===== config.mk =====
export PLATFORM = sky130hd
export DESIGN_NAME = demux1_4_stream_flat
export DESIGN_NICKNAME = d
export VERILOG_FILES = /design/src/rtl/demux1_4_stream_if.sv /design/src/rtl/demux1_4_stream.sv /design/src/flat_wrapper.sv
export SDC_FILE = /design/constraint.sdc
export NUM_CORES = 1
export LEC_CHECK = 0
export BUFFER_PORTS_ARGS = -buffer_cell sky130_fd_sc_hd__buf_2
export CORE_MARGIN = 5
export CORE_UTILIZATION = 54
export CTS_BUF_LIST = sky130_fd_sc_hd__clkbuf_16
export DETAILED_ROUTE_END_ITERATION = 10
export PLACE_DENSITY = 0.83
export SYNTH_ARGS = -nofsm -noshare
export SYNTH_HDL_FRONTEND = slang
export SYNTH_SLANG_ARGS = --single-unit
export TNS_END_PERCENT = 100

===== constraint.sdc =====
create_clock -name clk -period 3.85 [get_ports clk]
set_input_delay 0.385 -clock clk [delete_from_list [all_inputs] [get_ports clk]]
set_output_delay 0.385 -clock clk [all_outputs]
set_load 0.01 [all_outputs]

===== src/rtl/demux1_4_stream_if.sv =====
// Stream bus for the 1-to-4 demultiplexer: one select-tagged input stream and
// four independent output channels.
interface demux1_4_stream_if #(
  parameter int unsigned W = 2
);
  logic         s_valid;
  logic         s_ready;
  logic [1:0]   s_sel;
  logic [W-1:0] s_data;
  logic [3:0]   m_valid;
  logic [3:0]   m_ready;
  logic [W-1:0] m_data0;
  logic [W-1:0] m_data1;
  logic [W-1:0] m_data2;
  logic [W-1:0] m_data3;

  // Producer and consumers side.
  modport master (
    output s_valid, s_sel, s_data, m_ready,
    input  s_ready, m_valid, m_data0, m_data1, m_data2, m_data3
  );

  // Demultiplexer side.
  modport slave (
    input  s_valid, s_sel, s_data, m_ready,
    output s_ready, m_valid, m_data0, m_data1, m_data2, m_data3
  );
endinterface


===== src/rtl/demux1_4_stream.sv =====
// 1-to-4 stream demultiplexer with one registered output slot per channel and
// a wrapping delivered-word counter per channel.
module demux1_4_stream #(
  parameter int unsigned W     = 2,
  parameter int unsigned CNT_W = 8
) (
  input  logic             clk,
  input  logic             rst,
  demux1_4_stream_if.slave bus,
  output logic [CNT_W-1:0] cnt0,
  output logic [CNT_W-1:0] cnt1,
  output logic [CNT_W-1:0] cnt2,
  output logic [CNT_W-1:0] cnt3
);

  logic [3:0]       valid_q, valid_d;
  logic [3:0]       drain;
  logic             s_ready;
  logic             acc;
  logic [W-1:0]     data_q [4];
  logic [W-1:0]     data_d [4];
  logic [CNT_W-1:0] cnt_q  [4];
  logic [CNT_W-1:0] cnt_d  [4];

  always_comb begin
    drain   = valid_q & bus.m_ready;
    // Only the addressed channel gates the input, so a stalled channel never
    // blocks traffic to the others.
    s_ready = ~rst & (~valid_q[bus.s_sel] | bus.m_ready[bus.s_sel]);
    acc     = bus.s_valid & s_ready;
    valid_d = valid_q & ~drain;
    for (int i = 0; i < 4; i++) begin
      data_d[i] = data_q[i];
      cnt_d[i]  = cnt_q[i] + CNT_W'(drain[i]);
    end
    if (acc) begin
      valid_d[bus.s_sel] = 1'b1;
      data_d[bus.s_sel]  = bus.s_data;
    end
  end

  always_ff @(posedge clk) begin
    if (rst) begin
      valid_q <= '0;
      for (int i = 0; i < 4; i++) begin
        data_q[i] <= '0;
        cnt_q[i]  <= '0;
      end
    end else begin
      valid_q <= valid_d;
      for (int i = 0; i < 4; i++) begin
        data_q[i] <= data_d[i];
        cnt_q[i]  <= cnt_d[i];
      end
    end
  end

  assign bus.s_ready = s_ready;
  assign bus.m_valid = valid_q;
  assign bus.m_data0 = data_q[0];
  assign bus.m_data1 = data_q[1];
  assign bus.m_data2 = data_q[2];
  assign bus.m_data3 = data_q[3];
  assign cnt0        = cnt_q[0];
  assign cnt1        = cnt_q[1];
  assign cnt2        = cnt_q[2];
  assign cnt3        = cnt_q[3];

endmodule


===== src/flat_wrapper.sv =====
// flat-port wrapper written by rule: the top's interface ports become plain ports
module demux1_4_stream_flat 
#(
  parameter int unsigned W     = 2,
  parameter int unsigned CNT_W = 8
)
  (clk, rst, cnt0, cnt1, cnt2, cnt3, bus_s_valid, bus_s_sel, bus_s_data, bus_m_ready, bus_s_ready, bus_m_valid, bus_m_data0, bus_m_data1, bus_m_data2, bus_m_data3);
  demux1_4_stream_if #(.W(W)) bus_i ();
  input  logic clk;
  input  logic rst;
  output logic [CNT_W-1:0] cnt0;
  output logic [CNT_W-1:0] cnt1;
  output logic [CNT_W-1:0] cnt2;
  output logic [CNT_W-1:0] cnt3;
  input wire logic [$bits(bus_i.s_valid)-1:0] bus_s_valid;
  input wire logic [$bits(bus_i.s_sel)-1:0] bus_s_sel;
  input wire logic [$bits(bus_i.s_data)-1:0] bus_s_data;
  input wire logic [$bits(bus_i.m_ready)-1:0] bus_m_ready;
  output wire logic [$bits(bus_i.s_ready)-1:0] bus_s_ready;
  output wire logic [$bits(bus_i.m_valid)-1:0] bus_m_valid;
  output wire logic [$bits(bus_i.m_data0)-1:0] bus_m_data0;
  output wire logic [$bits(bus_i.m_data1)-1:0] bus_m_data1;
  output wire logic [$bits(bus_i.m_data2)-1:0] bus_m_data2;
  output wire logic [$bits(bus_i.m_data3)-1:0] bus_m_data3;
  assign bus_i.s_valid = bus_s_valid;
  assign bus_i.s_sel = bus_s_sel;
  assign bus_i.s_data = bus_s_data;
  assign bus_i.m_ready = bus_m_ready;
  assign bus_s_ready = bus_i.s_ready;
  assign bus_m_valid = bus_i.m_valid;
  assign bus_m_data0 = bus_i.m_data0;
  assign bus_m_data1 = bus_i.m_data1;
  assign bus_m_data2 = bus_i.m_data2;
  assign bus_m_data3 = bus_i.m_data3;
  demux1_4_stream #(.W(W), .CNT_W(CNT_W)) u_core (.clk(clk), .rst(rst), .bus(bus_i), .cnt0(cnt0), .cnt1(cnt1), .cnt2(cnt2), .cnt3(cnt3));
endmodule

==> results of run 1 <==
## flip-flops by register name, indices dropped and copies added (netlist names)
name and count:
u_core.cnt_q 32, u_core.data_q 8, u_core.bus.m_valid 4
## final timing paths
check	start	endpoint
max	u_core.bus.m_valid[0]	bus_s_ready
min	bus_s_data[1]	u_core.data_q[0][1]
max reg2reg	u_core.bus.m_valid[1]	u_core.cnt_q[0][14]
min reg2reg	u_core.data_q[0][1]	u_core.data_q[0][1]
## kinds of logic (layout without fill, tap and decap cells)
family	count (synthesis)	count (layout)	share of synthesized area [%]
AND/OR/NAND/NOR	89	89	25.7
flip-flops	44	44	46.7
AO/OA/AOI/OAI	40	40	12.7
XOR/XNOR	12	12	5.57
buffers and inverters	10	66	2.06
adder cells (fa/ha/maj)	9	9	5.97
multiplexers	1	1	1.19
## per-layer routing
layer / vias up / part of all wire (%)
met5: - / 0
met4: 0 / 1.3
met3: 10 / 6.4
met2: 57 / 50
met1: 749 / 42
li1: 845 / -
## cell type report
cell class                 instances  share of cell area, %
inverter                           3                  0.484
clock buffer                       5                   5.38
clock inverter                     3                  0.484
tap                               46                   2.47
multi-input combinational        151                   41.5
sequential                        44                   37.8
timing repair buffer              55                   11.8
## worst register-to-register path: stages (launching register included)
cell and delay (ns):
dfxtp_1 0.35, and2_1 0.15, ha_1 0.17, ha_1 0.20
nand2_1 0.08, or3_1 0.35, a21oi_1 0.14
## cells in the mapped netlist (all sizes together) (8+ instances only)
cell / count
a21oi: 20
o21ai: 12
nand3: 16
ha: 9
dfxtp: 44
nor2b: 12
or3: 12
nor2: 13
nand4: 12
nand2: 12
xor2: 8
## power by group
group | total [mW] | internal [mW] | switching, mW
clock network | 0.383 | 0.233 | 0.151
logic | 0.0450 | 0.0165 | 0.0285
registers | 0.464 | 0.461 | 0.00359
## per-stage QoR
| stage | instances | setup slack (ns) |
|---|---|---|
| floorplan | 205 | 2.33 |
| global route | 307 | 1.92 |
| detailed placement | 299 | 2.07 |
| finish | 307 | 1.99 |
| global placement | 299 | 2.08 |
| CTS | 307 | 1.98 |
==> flow_metrics.py, run 1 <==
metrics = {
    "setup_path": {
        "critical_path.top_delay_family": "multiplexers",
        "cp_cell_sequence": "nor2b_1 > mux4_2 > nor2_1 > buf_2",
        "path_buf_inv": 1,
        "slowest_delay_ns": 0.48,
        "worstSetupEndpointType": "output pin",
        "crit_path_start_kind": "register",
        "worst_path_max_delay_cell": "mux4_2",
        "required_ns": 3.46,
        "ff2ff_path_depth": 6,
        "ff2ff_setup_slack_ns": 2.35,
        "crit_cells": 4,
        "criticalPathCategory": "register to output pin",
        "critPathArrivalTime_ns": 1.48,
        "crit_fanout": 4,
    },
    "clock_network": {
        "hold_buffers": 0,
        "numCtsBuffers": 5,
        "cts_sinks": 44,
        "clk_path_buf_depth": 2,
        "clockRootBuffer": "clkbuf_16",
        "postCtsSetupRepairBufs": 0,
        "clkTransAtPathRegs_ns": 0.05,
        "htree_levels": 2,
        "post_cts_resized": 0,
        "clk_latency_ns": 0.28,
        "cts_tree": "done",
    },
    "global_route": {
        "use_met1_pct": 19.3,
        "antenna_found_initial": 0,
        "grt_max_degree": 47,
        "overflow": 0,
        "busiest_layer": "met2",
        "use_met3_pct": 5.81,
        "grt_pass1_wl_mm": 6.62,
        "met2_usage_pct": 28.2,
        "grt.total_usage_pct": 16.9,
        "grt_pass1_vias": 1495,
    },
    "synth": {
        "synth.ff_latch_count": 44,
        "synth_top_cell_area_share_pct": 46.7,
        "seq_area_frac_synth_pct": 46.7,
        "synth_area_leaders": "dfxtp_1, ha_1, a21oi_1",
        "syn_inst": 205,
        "synth_edf_count": 0,
        "synth_ff_type": "dfxtp_1",
        "async_flop_share_pct": 0,
        "ys_types": 26,
        "yosysWarningCount": 0,
        "avgSynthCellArea_um2": 9.20,
        "syn_area_um2": 1890,
        "syn_nets": 225,
        "synth_top_cell_by_area": "dfxtp_1",
    },
    "sta": {
        "fin_crit_sh_pct": 48.4,
        "fmax_mhz": 537,
        "rsz0062_at_grt": "false",
        "worstMarginPinSlew_ns": 0.774,
        "whs_ns": 0.396,
        "post-route-min-period_ns": 1.86,
        "setup_viol": 0,
        "max_slew_margin_pct": 48.4,
        "maxSlewViolCount": 0,
        "clock_skew_ns": 0.00254,
        "finalHoldViolations": 0,
        "tns_ns": 0,
    },
    "drt": {
        "first_pass_iters": 4,
        "wl_mm": 3.92,
        "wire_per_inst_um": 12.8,
        "drc": 0,
        "avgViaCountPerCell": 5.41,
        "drt_iter0_drc": 115,
        "final_antenna_net_count": 0,
        "route.vias.total": 1661,
    },
    "place": {
        "gp_congestion": 0.859,
        "port-buffer-count": 55,
        "dpl.hpwl_mm": 2.89,
        "post_dp_cell_area_um2": 2190,
    },
    "run": {
        "drv_cap": 0,
    },
    "layout": {
        "num_antenna_cells": 0,
        "finalCoreUtilization_pct": 69.2,
        "register_area_um2": 881,
        "fillerInstances": 292,
        "multi_input_area_um2": 966,
        "design_area_um2": 2330,
        "drive_gt1_share_pct": 24.9,
        "layout_common_cells": "buf_2, dfxtp_1, a21oi_1, nand3_1, nor2_1",
        "fin_nets": 280,
        "final_common_cell": "buf_2",
        "area_growth_pct": 23.4,
    },
    "floorplan": {
        "num_rows": 21,
        "dieWidth_um": 69.1,
        "dieArea_um2": 4770,
        "ios": 56,
        "core_um2": 3360,
        "fp.dieH_um": 69.1,
        "initial_utilization_pct": 56.1,
    },
    "status": {
        "status": "finished clean",
    },
    "pwr": {
        "p_leak_nw": 1.04,
        "total_power_uw": 893,
        "power_density_nw_per_um2": 384,
        "vdd_drop_max_uv": 226,
    },
    "worst_hold_path": {
        "holdPathStages": 3,
        "hold_path_class": "input port to register",
    },
}
(Power assumes the default switching activity.)
==> run 2: changes to the inputs <==
--- a/config.mk
+++ b/config.mk
@@ -5,12 +5,13 @@
 export SDC_FILE = /design/constraint.sdc
 export NUM_CORES = 1
 export LEC_CHECK = 0
+export ABC_AREA = 1
 export BUFFER_PORTS_ARGS = -buffer_cell sky130_fd_sc_hd__buf_2
 export CORE_MARGIN = 5
-export CORE_UTILIZATION = 54
+export CORE_UTILIZATION = 46
 export CTS_BUF_LIST = sky130_fd_sc_hd__clkbuf_16
 export DETAILED_ROUTE_END_ITERATION = 10
-export PLACE_DENSITY = 0.83
+export PLACE_DENSITY = 0.75
 export SYNTH_ARGS = -nofsm -noshare
 export SYNTH_HDL_FRONTEND = slang
 export SYNTH_SLANG_ARGS = --single-unit
==> constraint.sdc (replaced) <==
create_clock -name clk -period 1.5 [get_ports clk]
set_input_delay 0.15 -clock clk [delete_from_list [all_inputs] [get_ports clk]]
set_output_delay 0.15 -clock clk [all_outputs]
set_load 0.01 [all_outputs]
==> flow_metrics.py, run 2 <==
metrics = {
    "status": {
        "status": "finished clean",
    },
    "setup_path": {
        "critPathArrivalTime_ns": 1.56,
        "required_ns": 1.66,
        "worstSetupEndpointType": "register",
        "crit_fanout": 3,
        "worst_path_max_delay_cell": "dfxtp_2",
        "cp_cell_sequence": "nand2_1 > inv_1 > ha_4 > ha_1 > nand2_1 > nor2_2 > nand3_1 > xor2_1 > nor2_1",
        "criticalPathCategory": "register to register",
        "cpMostUsedCell": "nand2_1",
        "crit_path_start": "u_core.bus.m_valid[1]",
        "crit_path_start_kind": "register",
        "r2r-start": "u_core.bus.m_valid[1]",
        "slowest_delay_ns": 0.33,
    },
    "global_route": {
        "overflow": 0,
        "grt_pass1_wl_mm": 7.15,
        "grt_max_degree": 23,
        "antenna_found_initial": 0,
        "grt.total_usage_pct": 16.4,
        "grt_pass1_vias": 1704,
    },
    "layout": {
        "top_register": "u_core.cnt_q",
        "multi_input_area_um2": 930,
        "final_common_cell": "buf_2",
        "fillerInstances": 393,
        "largest_reg_flops": 32,
        "fin_nets": 344,
        "drive_gt1_share_pct": 27.1,
        "layout_common_cells": "buf_2, nand2_1, nor2_1, dfxtp_1, inv_1",
        "finalCoreUtilization_pct": 61.5,
        "register_area_um2": 883,
        "num_antenna_cells": 0,
        "area_growth_pct": 28.6,
    },
    "place": {
        "dpl.hpwl_mm": 3.22,
        "port-buffer-count": 55,
        "dpl_worst_slack_ns": 0.0676,
        "gp_congestion": 0.811,
    },
    "sta": {
        "fin_crit_sh_pct": 93.1,
        "post-route-min-period_ns": 1.40,
        "max_slew_margin_pct": 68.0,
        "worstMarginPinSlew_ns": 0.477,
        "tns_ns": 0,
        "maxSlewViolCount": 0,
        "clock_skew_ns": 0.00249,
        "setup_slack_ns": 0.104,
        "setup_viol": 0,
        "fmax_mhz": 716,
        "finalHoldViolations": 0,
    },
    "pwr": {
        "vdd_drop_max_uv": 469,
        "p_leak_nw": 1.31,
        "total_power_mw": 2.33,
        "power_density_nw_per_um2": 940,
    },
    "clock_network": {
        "htree_levels": 2,
        "clk_latency_ns": 0.28,
        "clk_path_buf_depth": 2,
        "clkTransAtPathRegs_ns": 0.06,
        "cts_tree": "done",
        "cts_sinks": 44,
        "numCtsBuffers": 5,
        "clockRootBuffer": "clkbuf_16",
    },
    "synth": {
        "synth_ff_type": "dfxtp_1",
        "seq_area_frac_synth_pct": 45.7,
        "synth.ff_latch_count": 44,
        "syn_nets": 281,
        "ys_types": 24,
        "yosysWarningCount": 0,
        "syn_inst": 261,
        "async_flop_share_pct": 0,
        "synth_top_cell_by_area": "dfxtp_1",
        "syn_area_um2": 1930,
        "synth_common_cells": "nand2_1, nor2_1, dfxtp_1",
        "synth_top_cell_area_share_pct": 45.7,
        "synth_edf_count": 0,
        "synth.most_common_cell": "nand2_1",
        "synth_area_leaders": "dfxtp_1, nand2_1, nor2_1",
        "avgSynthCellArea_um2": 7.38,
    },
    "drt": {
        "wire_per_inst_um": 11.5,
        "route.vias.total": 1815,
        "drc": 0,
        "drt_iter0_drc": 110,
        "final_antenna_net_count": 0,
        "wl_mm": 4.30,
        "first_pass_iters": 4,
        "avgViaCountPerCell": 4.84,
    },
    "floorplan": {
        "ios": 56,
        "core_um2": 4030,
        "dieArea_um2": 5580,
        "dieWidth_um": 74.7,
        "num_rows": 23,
        "fp.dieH_um": 74.7,
        "initial_utilization_pct": 47.8,
    },
    "worst_hold_path": {
        "hold_start": "bus_m_ready[1]",
        "hold_path_class": "input port to register",
    },
    "run": {
        "drv_cap": 0,
    },
}
run 2: area by class of cell:
| class | instances | area share, % |
|---|---|---|
| multi-input combinational | 173 | 37.5 |
| clock buffer | 5 | 5.05 |
| clock inverter | 3 | 0.454 |
| inverter | 39 | 5.91 |
| tap | 50 | 2.52 |
| sequential | 44 | 35.6 |
| timing repair buffer | 61 | 12.9 |
run 2: logic make-up (layout without fill, tap and decap cells):
logic type	after synthesis	in the layout	share of synthesized area, %
AO/OA/AOI/OAI	32	32	9.03
adder cells (fa/ha/maj)	9	9	5.84
buffers and inverters	44	108	9.09
AND/OR/NAND/NOR	131	131	29.9
XOR/XNOR	1	1	0.455
flip-flops	44	44	45.7
run 2: path summary, 6_finish.rpt:
check	cells past startpoint	endpoint	slack, ns
worst min register to register	2	u_core.cnt_q[0][5]	0.47
worst min-delay path	4	u_core.bus.m_valid[1]	0.15
worst max-delay path	9	u_core.cnt_q[0][14]	0.10
worst max register to register	9	u_core.cnt_q[0][14]	0.10
run 2: metrics by stage:
stage | hold WS (ns) | area, um2 | cells
after floorplan | 0.285 | 1930 | 261
after global placement | 0.433 | 2270 | 366
after detailed placement | 0.445 | 2270 | 366
after CTS | 0.157 | 2410 | 374
final | 0.153 | 2480 | 375
after global routing | 0.171 | 2480 | 375
run 2: routing by layer:
layer  global-route usage [%]  wire length (um)
met1                     18.6              1880
met2                     29.4              2130
met4                     5.73                51
met5                        0                 0
met3                     4.67               240
run 2: power breakdown:
part	internal [mW]	total [mW]	leakage, nW	switching (mW)
clock network	0.598	1.00	0.0738	0.402
registers	1.18	1.19	0.356	0.00733
logic	0.0505	0.141	0.881	0.0907
run 2: critical path, delay by kind of cell, from the launching register on:
| kind | cells | cell delay (ns) |
|---|---|---|
| flip-flops | 1 | 0.33 |
| adder cells (fa/ha/maj) | 2 | 0.30 |
| buffers and inverters | 1 | 0.08 |
| AND/OR/NAND/NOR | 5 | 0.43 |
| XOR/XNOR | 1 | 0.14 |
run 2: timing repair:
action / CTS / global route
setup buffers: 0 / 1
resized for setup: 0 / 15
endpoints found under the setup margin: 0 / 9
hold endpoints to repair: 0 / 0
hold buffers: 0 / 0
==> run 3: changes to the inputs <==
--- a/config.mk
+++ b/config.mk
@@ -8,10 +8,9 @@
 export ABC_AREA = 1
 export BUFFER_PORTS_ARGS = -buffer_cell sky130_fd_sc_hd__buf_2
 export CORE_MARGIN = 5
-export CORE_UTILIZATION = 46
+export CORE_UTILIZATION = 40
 export CTS_BUF_LIST = sky130_fd_sc_hd__clkbuf_16
 export DETAILED_ROUTE_END_ITERATION = 10
-export PLACE_DENSITY = 0.75
 export SYNTH_ARGS = -nofsm -noshare
 export SYNTH_HDL_FRONTEND = slang
 export SYNTH_SLANG_ARGS = --single-unit
==> constraint.sdc (replaced) <==
create_clock -name clk -period 1.74 [get_ports clk]
set_input_delay 0.174 -clock clk [delete_from_list [all_inputs] [get_ports clk]]
set_output_delay 0.174 -clock clk [all_outputs]
set_load 0.01 [all_outputs]
==> flow_metrics.py, run 3 (synthesis gave the netlist of run 2 again) <==
metrics = {
    "floorplan": {
        "core_um2": 4690,
        "num_rows": 25,
        "dieWidth_um": 79.4,
        "ios": 56,
        "dieArea_um2": 6310,
        "initial_utilization_pct": 41.1,
        "fp.dieH_um": 79.4,
    },
    "worst_hold_path": {
        "hold_path_class": "input port to register",
    },
    "pwr": {
        "p_leak_nw": 1.28,
        "seq_power_share_pct": 50.3,
        "pwr-share-comb_pct": 5.9,
        "p_sw_uw": 453,
        "power_density_nw_per_um2": 847,
        "vdd_drop_max_uv": 587,
        "internal_power_mw": 1.58,
        "swShare_pct": 22.3,
        "clock_power_share_pct": 43.8,
    },
    "layout": {
        "fin_nets": 341,
        "final_common_cell": "buf_2",
        "largest_reg_flops": 32,
        "num_antenna_cells": 0,
        "fillerInstances": 497,
        "layout.cells.non_filler": 376,
        "area_growth_pct": 24.7,
        "top_register": "u_core.cnt_q",
        "layout_common_cells": "buf_2, nand2_1, nor2_1, dfxtp_1, inv_1",
        "drive_gt1_share_pct": 23.0,
    },
    "sta": {
        "finalHoldViolations": 0,
        "worstMarginPinSlew_ns": 0.432,
        "maxSlewViolCount": 0,
        "rsz0062_at_grt": "false",
        "clock_skew_ns": 0.00329,
        "post-route-min-period_ns": 1.47,
        "setup_viol": 0,
        "fin_crit_sh_pct": 84.4,
        "fmax_mhz": 681,
        "tns_ns": 0,
        "max_slew_margin_pct": 71.0,
    },
    "setup_path": {
        "slowest_delay_ns": 0.36,
        "ff2ff_setup_slack_ns": 0.27,
        "ff2ff_path_depth": 9,
        "regToRegEndpoint": "u_core.cnt_q[0][14]",
        "r2r-start": "u_core.bus.m_valid[1]",
        "crit_fanout": 4,
        "crit_path_start": "u_core.bus.m_valid[1]",
        "crit_path_start_kind": "register",
        "worstSetupEndpointType": "register",
        "critPathArrivalTime_ns": 1.64,
        "worst_path_max_delay_cell": "dfxtp_1",
        "required_ns": 1.91,
        "endpoint": "u_core.cnt_q[0][14]",
        "cp_cell_sequence": "nand2_1 > inv_1 > ha_1 > ha_1 > nand2_1 > nor2_1 > nand3_1 > xor2_1 > nor2_1",
        "criticalPathCategory": "register to register",
    },
    "run": {
        "drv_cap": 0,
    },
    "place": {
        "post-place-cells": 368,
        "gp_congestion": 0.765,
        "port-buffer-count": 55,
        "dpl.hpwl_mm": 3.25,
    },
    "status": {
        "status": "finished clean",
    },
    "drt": {
        "route.vias.total": 1762,
        "drc": 0,
        "wl_met3_um": 220,
        "drt_iter0_drc": 78,
        "wl_met2_mm": 1.86,
        "met1Wirelength_mm": 2.06,
        "wl_mm": 4.18,
        "wire_per_inst_um": 11.1,
        "first_pass_iters": 6,
        "avgViaCountPerCell": 4.69,
        "dr.max_layer_used": "met4",
        "final_antenna_net_count": 0,
    },
    "clock_network": {
        "cts_tree": "done",
        "cts_sinks": 44,
        "clockRootBuffer": "clkbuf_16",
        "hold_buffers": 0,
        "clk_path_buf_depth": 2,
        "numCtsBuffers": 5,
        "clkTransAtPathRegs_ns": 0.06,
        "post_cts_resized": 0,
        "clk_latency_ns": 0.28,
        "postCtsSetupRepairBufs": 0,
        "htree_levels": 2,
    },
    "global_route": {
        "grt.total_usage_pct": 14.6,
        "grt_max_degree": 23,
        "grt_pass1_wl_mm": 7.29,
        "overflow": 0,
        "antenna_found_initial": 0,
        "grt_pass1_vias": 1691,
    },
}
[run 3: worst max-delay path: cells and delay by family (launching register included)]
| kind | cells | cell delay (ns) |
|---|---|---|
| buf+inv | 1 | 0.05 |
| fa+ha+maj | 2 | 0.35 |
| flops | 1 | 0.36 |
| simple gates | 5 | 0.45 |
| xor+xnor | 1 | 0.14 |
[run 3: worst min path at each step]
stage,from,to,slack [ns],depth (start not counted)
after floorplan,bus_s_data[0],u_core.data_q[0][0],0.31,2
after global placement,bus_s_data[1],u_core.data_q[1][1],0.46,3
after detailed placement,bus_s_data[0],u_core.data_q[1][0],0.47,3
after CTS,bus_s_data[1],u_core.data_q[1][1],0.18,3
after global routing,bus_m_ready[0],u_core.bus.m_valid[0],0.20,4
final,bus_s_data[1],u_core.data_q[1][1],0.18,3
[run 3: metrics by stage]
stage               worst slack, ns  hold WS, ns  cell area (um2)  total power, mW  utilization [%]
global route                 0.0502        0.204             2400             2.13             51.2
detailed placement            0.266        0.474             2260             1.17             48.2
finish                        0.272        0.181             2400             2.03             51.2
global placement              0.324        0.459             2260             1.17             48.2
floorplan                     0.312        0.309             1930             1.12                -
CTS                           0.246        0.177             2400             2.06             51.2
[run 3: layout make-up]
cell class | instances | area, um2 | share of cell area, %
clock inverter | 3 | 13.8 | 0.573
clock buffer | 5 | 125 | 5.21
timing repair buffer | 58 | 298 | 12.4
inverter | 39 | 146 | 6.09
multi-input combinational | 173 | 871 | 36.3
tap | 54 | 67.6 | 2.81
sequential | 44 | 881 | 36.7
[run 3: power by group through the flow]
| stage | clock (mW) | sequential (mW) | combinational, mW |
|---|---|---|---|
| 6_report | 0.891 | 1.02 | 0.120 |
| 4_1_cts | 0.915 | 1.02 | 0.122 |
| 5_1_grt | 0.972 | 1.02 | 0.138 |
| 3_3_place_gp | 0 | 1.05 | 0.120 |
| 2_1_floorplan | 0 | 1.05 | 0.0667 |
| 3_5_place_dp | 0 | 1.05 | 0.121 |
[run 3: routing by layer]
layer	track usage [%]	up-vias
met2	24.5	36
met3	5.19	4
li1	-	945
met4	3.61	0
met1	17.7	777
met5	0	-
